===== src/rtl/exe_div_ctrl_if.sv =====
// Handshake and result bus between the execute stage and the divider.
// The master (execute stage) issues instructions and operands.
// The slave (divider) returns busy, the write strobe and the result.
interface exe_div_ctrl_if #(
    parameter int unsigned DATA_WIDTH = 32
);
    logic                  start_i;
    logic                  flush_i;
    logic [31:0]           inst_i;
    logic [DATA_WIDTH-1:0] op1_i;
    logic [DATA_WIDTH-1:0] op2_i;
    logic [4:0]            reg_waddr_i;

    logic                  busy_o;
    logic                  reg_we_o;
    logic [4:0]            reg_waddr_o;
    logic [DATA_WIDTH-1:0] reg_wdata_o;

    modport master (
        output start_i, flush_i, inst_i, op1_i, op2_i, reg_waddr_i,
        input  busy_o, reg_we_o, reg_waddr_o, reg_wdata_o
    );

    modport slave (
        input  start_i, flush_i, inst_i, op1_i, op2_i, reg_waddr_i,
        output busy_o, reg_we_o, reg_waddr_o, reg_wdata_o
    );
endinterface


===== src/rtl/exe_div_ctrl.sv =====
// RV32M divide unit: DIV/DIVU/REM/REMU using a restoring radix-2 divider.
// A normal operation takes 32 CALC cycles plus one DONE cycle.
// Divide-by-zero and signed overflow skip CALC and go straight to DONE.
module exe_div_ctrl #(
    parameter int unsigned DATA_WIDTH = 32
) (
    input  logic          clk_i,
    input  logic          rst_n_i,
    exe_div_ctrl_if.slave bus
);
    localparam logic [6:0]            OPCODE_OP     = 7'b0110011;
    localparam logic [6:0]            FUNCT7_MULDIV = 7'b0000001;
    localparam logic [DATA_WIDTH-1:0] INT_MIN       = {1'b1, {(DATA_WIDTH-1){1'b0}}};

    typedef enum logic [1:0] {
        IDLE,
        CALC,
        DONE
    } state_t;

    state_t state_q, state_d;

    // Latched operation state.
    logic [DATA_WIDTH-1:0] quo_q;     // dividend shifts out, quotient shifts in
    logic [DATA_WIDTH-1:0] rem_q;     // partial remainder
    logic [DATA_WIDTH-1:0] dsr_q;     // divisor magnitude
    logic                  rem_op_q;  // 1: REM/REMU result, 0: DIV/DIVU result
    logic                  quo_neg_q;
    logic                  rem_neg_q;
    logic [4:0]            rd_q;
    logic [4:0]            cnt_q;

    // Instruction decode.
    logic [6:0] opcode;
    logic [2:0] funct3;
    logic [6:0] funct7;
    logic       is_div;
    logic       accept;
    logic       op_signed;
    logic       div_zero;
    logic       overflow;
    logic       special;
    logic       op1_neg;
    logic       op2_neg;
    logic [DATA_WIDTH-1:0] op1_mag;
    logic [DATA_WIDTH-1:0] op2_mag;

    // Iteration step.
    logic [DATA_WIDTH:0]   trial;
    logic [DATA_WIDTH:0]   diff;
    logic                  q_bit;
    logic [DATA_WIDTH-1:0] result;

    // Register-address fields are not needed by the divider itself.
    logic unused_inst_bits;

    assign opcode    = bus.inst_i[6:0];
    assign funct3    = bus.inst_i[14:12];
    assign funct7    = bus.inst_i[31:25];
    assign is_div    = (opcode == OPCODE_OP) && (funct7 == FUNCT7_MULDIV) && funct3[2];
    assign accept    = bus.start_i && (state_q == IDLE) && !bus.flush_i && is_div;
    assign op_signed = ~funct3[0];
    assign div_zero  = (bus.op2_i == '0);
    assign overflow  = op_signed && (bus.op1_i == INT_MIN) && (bus.op2_i == '1);
    assign special   = div_zero || overflow;
    assign op1_neg   = op_signed & bus.op1_i[DATA_WIDTH-1];
    assign op2_neg   = op_signed & bus.op2_i[DATA_WIDTH-1];
    assign op1_mag   = op1_neg ? -bus.op1_i : bus.op1_i;
    assign op2_mag   = op2_neg ? -bus.op2_i : bus.op2_i;

    assign unused_inst_bits = ^{bus.inst_i[24:15], bus.inst_i[11:7], diff[DATA_WIDTH]};

    // Restoring step: shift in the next dividend bit, subtract when it fits.
    always_comb begin
        trial = {rem_q, quo_q[DATA_WIDTH-1]};
        diff  = trial - {1'b0, dsr_q};
        q_bit = (trial >= {1'b0, dsr_q});
    end

    // Final sign correction; negating zero leaves zero, so a zero quotient stays positive.
    always_comb begin
        result = '0;
        if (rem_op_q) begin
            result = rem_neg_q ? -rem_q : rem_q;
        end else begin
            result = quo_neg_q ? -quo_q : quo_q;
        end
    end

    // FSM state register.
    always_ff @(posedge clk_i or negedge rst_n_i) begin
        if (!rst_n_i) begin
            state_q <= IDLE;
        end else begin
            state_q <= state_d;
        end
    end

    // FSM next state and bus outputs.
    always_comb begin
        state_d         = state_q;
        bus.busy_o      = 1'b0;
        bus.reg_we_o    = 1'b0;
        bus.reg_waddr_o = '0;
        bus.reg_wdata_o = '0;
        unique case (state_q)
            IDLE: begin
                if (accept) begin
                    state_d = special ? DONE : CALC;
                end
            end
            CALC: begin
                bus.busy_o = 1'b1;
                if (bus.flush_i) begin
                    state_d = IDLE;
                end else if (cnt_q == 5'd31) begin
                    state_d = DONE;
                end
            end
            DONE: begin
                bus.busy_o      = 1'b1;
                bus.reg_we_o    = ~bus.flush_i;
                bus.reg_waddr_o = rd_q;
                bus.reg_wdata_o = result;
                state_d         = IDLE;
            end
            default: state_d = IDLE;
        endcase
    end

    // Operand latch on acceptance and one quotient bit per CALC cycle.
    always_ff @(posedge clk_i or negedge rst_n_i) begin
        if (!rst_n_i) begin
            quo_q     <= '0;
            rem_q     <= '0;
            dsr_q     <= '0;
            rem_op_q  <= 1'b0;
            quo_neg_q <= 1'b0;
            rem_neg_q <= 1'b0;
            rd_q      <= '0;
            cnt_q     <= '0;
        end else if (accept) begin
            rem_op_q <= funct3[1];
            rd_q     <= bus.reg_waddr_i;
            cnt_q    <= '0;
            dsr_q    <= op2_mag;
            if (special) begin
                // Special results are loaded pre-signed; no correction applied.
                quo_q     <= div_zero ? '1 : INT_MIN;
                rem_q     <= div_zero ? bus.op1_i : '0;
                quo_neg_q <= 1'b0;
                rem_neg_q <= 1'b0;
            end else begin
                quo_q     <= op1_mag;
                rem_q     <= '0;
                quo_neg_q <= op1_neg ^ op2_neg;
                rem_neg_q <= op1_neg;
            end
        end else if (state_q == CALC) begin
            quo_q <= {quo_q[DATA_WIDTH-2:0], q_bit};
            rem_q <= q_bit ? diff[DATA_WIDTH-1:0] : trial[DATA_WIDTH-1:0];
            cnt_q <= cnt_q + 5'd1;
        end
    end
endmodule


===== src/flat_wrapper.sv =====
// flat-port wrapper written by rule: the top's interface ports become plain ports
module exe_div_ctrl_flat 
#(
    parameter int unsigned DATA_WIDTH = 32
)
  (clk_i, rst_n_i, bus_start_i, bus_flush_i, bus_inst_i, bus_op1_i, bus_op2_i, bus_reg_waddr_i, bus_busy_o, bus_reg_we_o, bus_reg_waddr_o, bus_reg_wdata_o);
  exe_div_ctrl_if #(.DATA_WIDTH(DATA_WIDTH)) bus_i ();
  input  logic clk_i;
  input  logic rst_n_i;
  input wire logic [$bits(bus_i.start_i)-1:0] bus_start_i;
  input wire logic [$bits(bus_i.flush_i)-1:0] bus_flush_i;
  input wire logic [$bits(bus_i.inst_i)-1:0] bus_inst_i;
  input wire logic [$bits(bus_i.op1_i)-1:0] bus_op1_i;
  input wire logic [$bits(bus_i.op2_i)-1:0] bus_op2_i;
  input wire logic [$bits(bus_i.reg_waddr_i)-1:0] bus_reg_waddr_i;
  output wire logic [$bits(bus_i.busy_o)-1:0] bus_busy_o;
  output wire logic [$bits(bus_i.reg_we_o)-1:0] bus_reg_we_o;
  output wire logic [$bits(bus_i.reg_waddr_o)-1:0] bus_reg_waddr_o;
  output wire logic [$bits(bus_i.reg_wdata_o)-1:0] bus_reg_wdata_o;
  assign bus_i.start_i = bus_start_i;
  assign bus_i.flush_i = bus_flush_i;
  assign bus_i.inst_i = bus_inst_i;
  assign bus_i.op1_i = bus_op1_i;
  assign bus_i.op2_i = bus_op2_i;
  assign bus_i.reg_waddr_i = bus_reg_waddr_i;
  assign bus_busy_o = bus_i.busy_o;
  assign bus_reg_we_o = bus_i.reg_we_o;
  assign bus_reg_waddr_o = bus_i.reg_waddr_o;
  assign bus_reg_wdata_o = bus_i.reg_wdata_o;
  exe_div_ctrl #(.DATA_WIDTH(DATA_WIDTH)) u_core (.clk_i(clk_i), .rst_n_i(rst_n_i), .bus(bus_i));
endmodule

===== config.mk =====
export PLATFORM = sky130hd
export DESIGN_NAME = exe_div_ctrl_flat
export DESIGN_NICKNAME = d
export VERILOG_FILES = /design/src/rtl/exe_div_ctrl_if.sv /design/src/rtl/exe_div_ctrl.sv /design/src/flat_wrapper.sv
export SDC_FILE = /design/constraint.sdc
export NUM_CORES = 1
export LEC_CHECK = 0
export BUFFER_PORTS_ARGS = -buffer_cell sky130_fd_sc_hd__clkbuf_2
export CORE_ASPECT_RATIO = 1.75
export CORE_MARGIN = 8
export CORE_UTILIZATION = 58
export CTS_CLUSTER_SIZE = 12
export DETAILED_ROUTE_END_ITERATION = 8
export PLACE_DENSITY = 0.81
export SYNTH_ARGS = -nofsm -noshare
export SYNTH_HDL_FRONTEND = slang
export SYNTH_SLANG_ARGS = --single-unit

===== constraint.sdc =====
create_clock -name clk_i -period 7.5 [get_ports clk_i]
set_input_delay 1.5 -clock clk_i [delete_from_list [all_inputs] [get_ports clk_i]]
set_output_delay 1.5 -clock clk_i [all_outputs]
set_load 0.02 [all_outputs]

Word-level counts from Yosys, hierarchy flattened
Cells that the tools add are included.
{"block": "totals", "ff_bits": 111, "word_cells": 71}
{"block": "op_classes", "n_addsub": 6, "n_eq_ne": 9, "n_mux": 27, "n_bitwise": 5, "reduce_logical": 14, "magnitude_cmp": 1}
{"operator": "two-way mux 32 bit", "n": 14}
{"operator": "negator 32 bit", "n": 4}
{"operator": "== test 32 bit, second input constant", "n": 2}
{"operator": "greater-or-equal comparator 33 x 32 -> 1 bit", "n": 1}
{"operator": "zero test 32 bit", "n": 1}
{"operator": "subtractor 32 bit", "n": 1}
{"operator": "two-way mux 31 bit", "n": 1}
{"operator": "two-way mux 5 bit", "n": 3}
{"operator": "two-way mux 2 bit", "n": 4}
{"operator": "== test 7 x 1 -> 1 bit, second input constant", "n": 1}
{"operator": "== test 7 x 6 -> 1 bit, second input constant", "n": 1}
{"operator": "logical AND 1 bit", "n": 7}
{"operator": "adder 5 x 1 -> 5 bit, second input constant", "n": 1}
{"operator": "== test 5 bit, second input constant", "n": 1}
{"operator": "two-way mux 1 bit", "n": 4}
{"operator": "case mux 2 bit (2 select lines)", "n": 1}
{"operator": "!= test 3 x 2 -> 1 bit, second input constant", "n": 1}
{"operator": "bitwise AND 1 bit", "n": 2}
{"operator": "== test 2 x 1 -> 1 bit, second input constant", "n": 1}
{"operator": "== test 2 bit, second input constant", "n": 1}
{"operator": "zero test 2 bit", "n": 1}
{"operator": "!= test 2 x 1 -> 1 bit, second input constant", "n": 1}
{"operator": "inverter 1 bit", "n": 2}
{"operator": "AND reduction 2 bit", "n": 1}
{"operator": "5 further kinds", "n": 5}

Longest topological paths before layout
{"block": "logic_depth", "depth_word": 7, "depth_mapped": 14, "ltp_nobuf": 13}

Worst setup path before layout
Ideal clock, no wire load.
{"block": "synth_timing", "path_type": "reg2out", "from": "register u_core.rem_q[10]", "to": "output bus_reg_wdata_o[28]", "arrival_ps": 3051, "path_slack_ps": 2949, "path_stages_with_launch": 9, "n_path_buf": 0, "path_cell_list": "dfrtp_1 -> or4_4 -> or3_4 -> or3_4 -> or4_4 -> nand2b_4 -> o41ai_2 -> xor2_1 -> o22ai_1"}
{"block": "synth_via", "elab_chain_len": 4}
{"element": "start, declared", "line": "exe_div_ctrl.sv:25", "text": "logic [DATA_WIDTH-1:0] rem_q;"}
{"element": "start signal, assigned", "line": "exe_div_ctrl.sv:150", "text": "rem_q <= div_zero ? bus.op1_i : '0;"}
{"element": "start signal, assigned", "line": "exe_div_ctrl.sv:161", "text": "rem_q <= q_bit ? diff[DATA_WIDTH-1:0] : trial[DATA_WIDTH-1:0];"}
{"element": "negator 32 bit", "line": "exe_div_ctrl.sv:84", "text": "result = rem_neg_q ? -rem_q : rem_q;"}
{"element": "two-way mux 32 bit", "line": "exe_div_ctrl.sv:84"}
{"element": "two-way mux 32 bit", "line": "exe_div_ctrl.sv:83", "text": "if (rem_op_q) begin"}
{"element": "two-way mux 32 bit", "line": "exe_div_ctrl.sv:106", "text": "unique case (state_q)"}
{"element": "end, declared", "line": "flat_wrapper.sv:19", "text": "output wire logic [$bits(bus_i.reg_wdata_o)-1:0] bus_reg_wdata_o;"}
No other way between the ends.

Final worst setup path
{"block": "layout_timing", "from": "register u_core.rem_q[10]", "to": "output bus_reg_wdata_o[31]"}
Same word-level chain as after synthesis.

==> results_tabular.tex <==
\begin{tabular}{lr}
\hline
Metric & Value \\
\hline
\multicolumn{2}{l}{\textbf{Layout}} \\
Number of nets at the end of the flow & roughly 1.5k \\
Fraction of layout cells with a size suffix above 1 & between 10\% and 20\% \\
Area added between synthesis and finish & 10.1\% \\
\multicolumn{2}{l}{\textbf{Detailed routing}} \\
Final antenna-violating net count & 0 \\
Average wire length per cell after detail routing & about 19 um \\
Average via count per standard cell & just over 6 \\
Number of optimization iterations in the first detailed-route pass & 5 \\
Iteration-0 DRC Markers & 696 \\
Total via count in the routed design & 10.0k \\
Residual DRC count & 0 \\
Routed Wire Length & approximately 31000 um \\
\multicolumn{2}{l}{\textbf{Floorplanning}} \\
Die Wd & 116 um \\
Number of core rows & 64 \\
Area of the die & between 20000 and 25000 sq um \\
Die boundary height & 190 um \\
Count of pins on the block boundary & 144 \\
Area of the core & 17300 sq um \\
Initial core utilization & about three fifths \\
\multicolumn{2}{l}{\textbf{Pwr}} \\
Leakage power figure & approximately 0.0045 uW \\
Power density normalized to cell area & 193 nW/um\^{}2 \\
Peak supply drop & 0.000104 V \\
\multicolumn{2}{l}{\textbf{Hold path}} \\
Worst min-delay path class & register to register \\
\multicolumn{2}{l}{\textbf{Timing}} \\
Final Hold Viols & 0 \\
Pin slew with the least headroom to its limit & around 1.2 ns \\
Setup repair after global routing missed its margin & no \\
Crit path time final & 5.42 ns \\
Largest clock skew in the final design & $\sim$0.0090 ns \\
Worst Setup Slack, final & about 2.1 ns \\
Final count of negative-setup-slack endpoints & 0 \\
Timing-limited maximum frequency & approximately 180 MHz \\
Period utilisation layout & 72.3\% \\
Number of max-slew violations in the final report & 0 \\
Sum of negative setup slack & 0 ns \\
Worst relative slew slack & 17.7\% \\
\multicolumn{2}{l}{\textbf{Synthesis}} \\
Post-Syn Nets & 1448 \\
Main flop type after synthesis & dfrtp\_1 \\
Gate count of the mapped netlist & between 1k and 1.5k \\
Post-Synthesis Cell Area & 10100 sq um \\
Average instance area after synthesis & approximately 7.8 sq um \\
Distinct cells, synth & 70 \\
Number of enable flip-flop cells after synthesis & 0 \\
Number of warnings reported in the yosys synthesis log & 0 \\
Synthesis-stage register bit count & 111 \\
Part of the Yosys area used for sequential elements & around 28\% \\
Synth async-reset ratio & 100\% \\
\multicolumn{2}{l}{\textbf{Global routing}} \\
Wire length of the first global-routing pass & just under 50000 um \\
Total overflow reported by the global router & 0 \\
GRT Resource Usage Total & about 28\% \\
Antenna violations before repair & 1 \\
Vias in the first global route & 10.1k \\
Maximum number of pins on one net before global-route repair & 80 \\
\multicolumn{2}{l}{\textbf{Clock tree}} \\
Resized Gates After CTS & 0 \\
Root Driver & clkbuf\_16 \\
Number of buffers created by CTS & 9 \\
Hold buffer count at cts & 0 \\
CTS Sinks & 111 \\
Post-CTS repair timing setup buffer count & 0 \\
Clock-pin slew on the worst setup and hold paths & 0.08 ns \\
Worst-case clock buffer depth & 2 \\
Count of H-tree levels built during CTS & 3 \\
CTS tree & built \\
Skew-Pair Late Insertion Delay & 0.36 ns \\
\multicolumn{2}{l}{\textbf{Flow run}} \\
Reported max-cap violation count & 0 \\
\multicolumn{2}{l}{\textbf{Worst setup path}} \\
Maximum fanout along the worst path & 5 \\
Setup CP Type & register to primary output \\
Required time at the endpoint of the critical path & 6.00 ns \\
Nature of the critical path endpoint & primary output \\
Critical Path AT & 3.92 ns \\
Element type at the critical path start & register \\
\multicolumn{2}{l}{\textbf{Placed design}} \\
Setup WS pre-CTS & 2.48 ns \\
Detail Placement HPWL & $\sim$24000 um \\
Final RePlAce weighted congestion & slightly below 1 \\
Number of port buffers & about 130 \\
\multicolumn{2}{l}{\textbf{Outcome}} \\
Run status & completed \\
\hline
\end{tabular}
==> worst max-delay path: stages (launching register included) <==
cell	delay [ns]
dfrtp_1	0.46
or4_4	0.58
or3_4	0.35
or3_2	0.50
nor4_1	0.31
nand2_1	0.24
o41ai_1	0.54
xor2_1	0.22
nand2_1	0.07
o211a_1	0.13
clkbuf_2	0.16
==> power by group <==
group          total (uW)  internal (uW)  switching, uW  leakage (uW)
Combinational         863            359            504       0.00307
Sequential            791            668            123       0.00130
Clock                 485            257            228      0.000135
Total                2140           1280            856       0.00451
==> worst paths after layout <==
kind,to,start,slack [ns],cells after the start
max reg2reg,u_core.rem_q[28],u_core.quo_q[31],3.14,13
max,bus_reg_wdata_o[31],u_core.rem_q[10],2.08,10
min in group asynchronous,u_core.dsr_q[4],rst_n_i,1.06,1
min,u_core.rd_q[1],u_core.rd_q[1],0.46,2
min reg2reg,u_core.rd_q[1],u_core.rd_q[1],0.46,2
max in group asynchronous,u_core.rem_q[24],rst_n_i,5.04,2
==> cell usage after synthesis, types with 22 or more instances <==
library cell	number	share of area [%]
inv_1	55	2.0
or3_1	22	1.4
a21oi_1	95	4.7
o21ai_0	133	6.6
clkbuf_1	64	2.4
xnor2_1	77	6.7
nor2_1	118	4.4
o31ai_1	41	3.1
nand2_1	143	5.3
dfrtp_1	111	28
nor3_1	26	1.3
xor2_1	72	6.2
ha_1	42	5.2
==> stage by stage <==
stage	power [uW]	utilization, %	cells	hold WS [ns]	area [sq um]
6_report	2140	64.3	1611	0.465	11100
4_1_cts	2130	64.2	1610	0.468	11100
3_5_place_dp	1650	62.6	1595	0.452	10800
2_1_floorplan	1370	-	1300	0.431	10100
3_3_place_gp	1640	62.6	1595	0.443	10800
5_1_grt	2260	64.3	1611	0.497	11100
==> state kept, by name (all words and copies together) (netlist names) <==
register          count
u_core.rd_q           5
u_core.cnt_q          5
u_core.state_q        2
u_core.rem_neg_q      1
u_core.quo_neg_q      1
u_core.quo_q         32
u_core.dsr_q         32
u_core.rem_op_q       1
u_core.rem_q         32
==> final cells by class <==
class,instances,area (sq um)
antenna,1,2.50
inverter,56,210
sequential,111,2780
multi-input combinational,1055,6810
fill,1592,6180
timing repair buffer,142,748
clock buffer,11,233
tap,231,289
clock inverter,4,47.5
==> cell families after synthesis <==
logic type                 count (synthesis)  share of synthesized area [%]
and+or+nand+nor                          433                           20.8
AOI/OAI and AO/OA                        405                           25.4
xor gates and xnor gates                 149                           12.9
buffers and inverters                    134                           5.34
DFF                                      111                           27.5
adders and majority gates                 43                           5.41
muxes                                     25                           2.53
==> metal layers <==
| layer | track usage, % | up-vias | wire length, um |
|---|---|---|---|
| met5 | 0 | - | 0 |
| li1 | - | 4814 | - |
| met1 | 31.9 | 4664 | 11800 |
| met3 | 2.19 | 110 | 1640 |
| met2 | 49.5 | 427 | 15300 |
| met4 | 18.8 | 0 | 1950 |
==> cell usage in the layout (no fill, tap or decap), types with 10 or more instances in the layout <==
cell / instances
nand4_1: 21
nor3_1: 25
mux2i_1: 21
clkbuf_2: 127
o21ai_0: 133
o31ai_1: 41
xnor2_1: 77
ha_1: 41
a21oi_1: 95
nand3_1: 11
nand2_1: 143
inv_1: 55
o41ai_1: 12
nor2_1: 117
nor4_1: 13
buf_4: 15
dfrtp_1: 111
o211a_1: 20
a21o_1: 18
a22oi_1: 20
or4_1: 13
xor2_1: 72
o22ai_1: 10
nand2b_1: 14
or3_1: 21
Power figures use the tool's default switching activity.
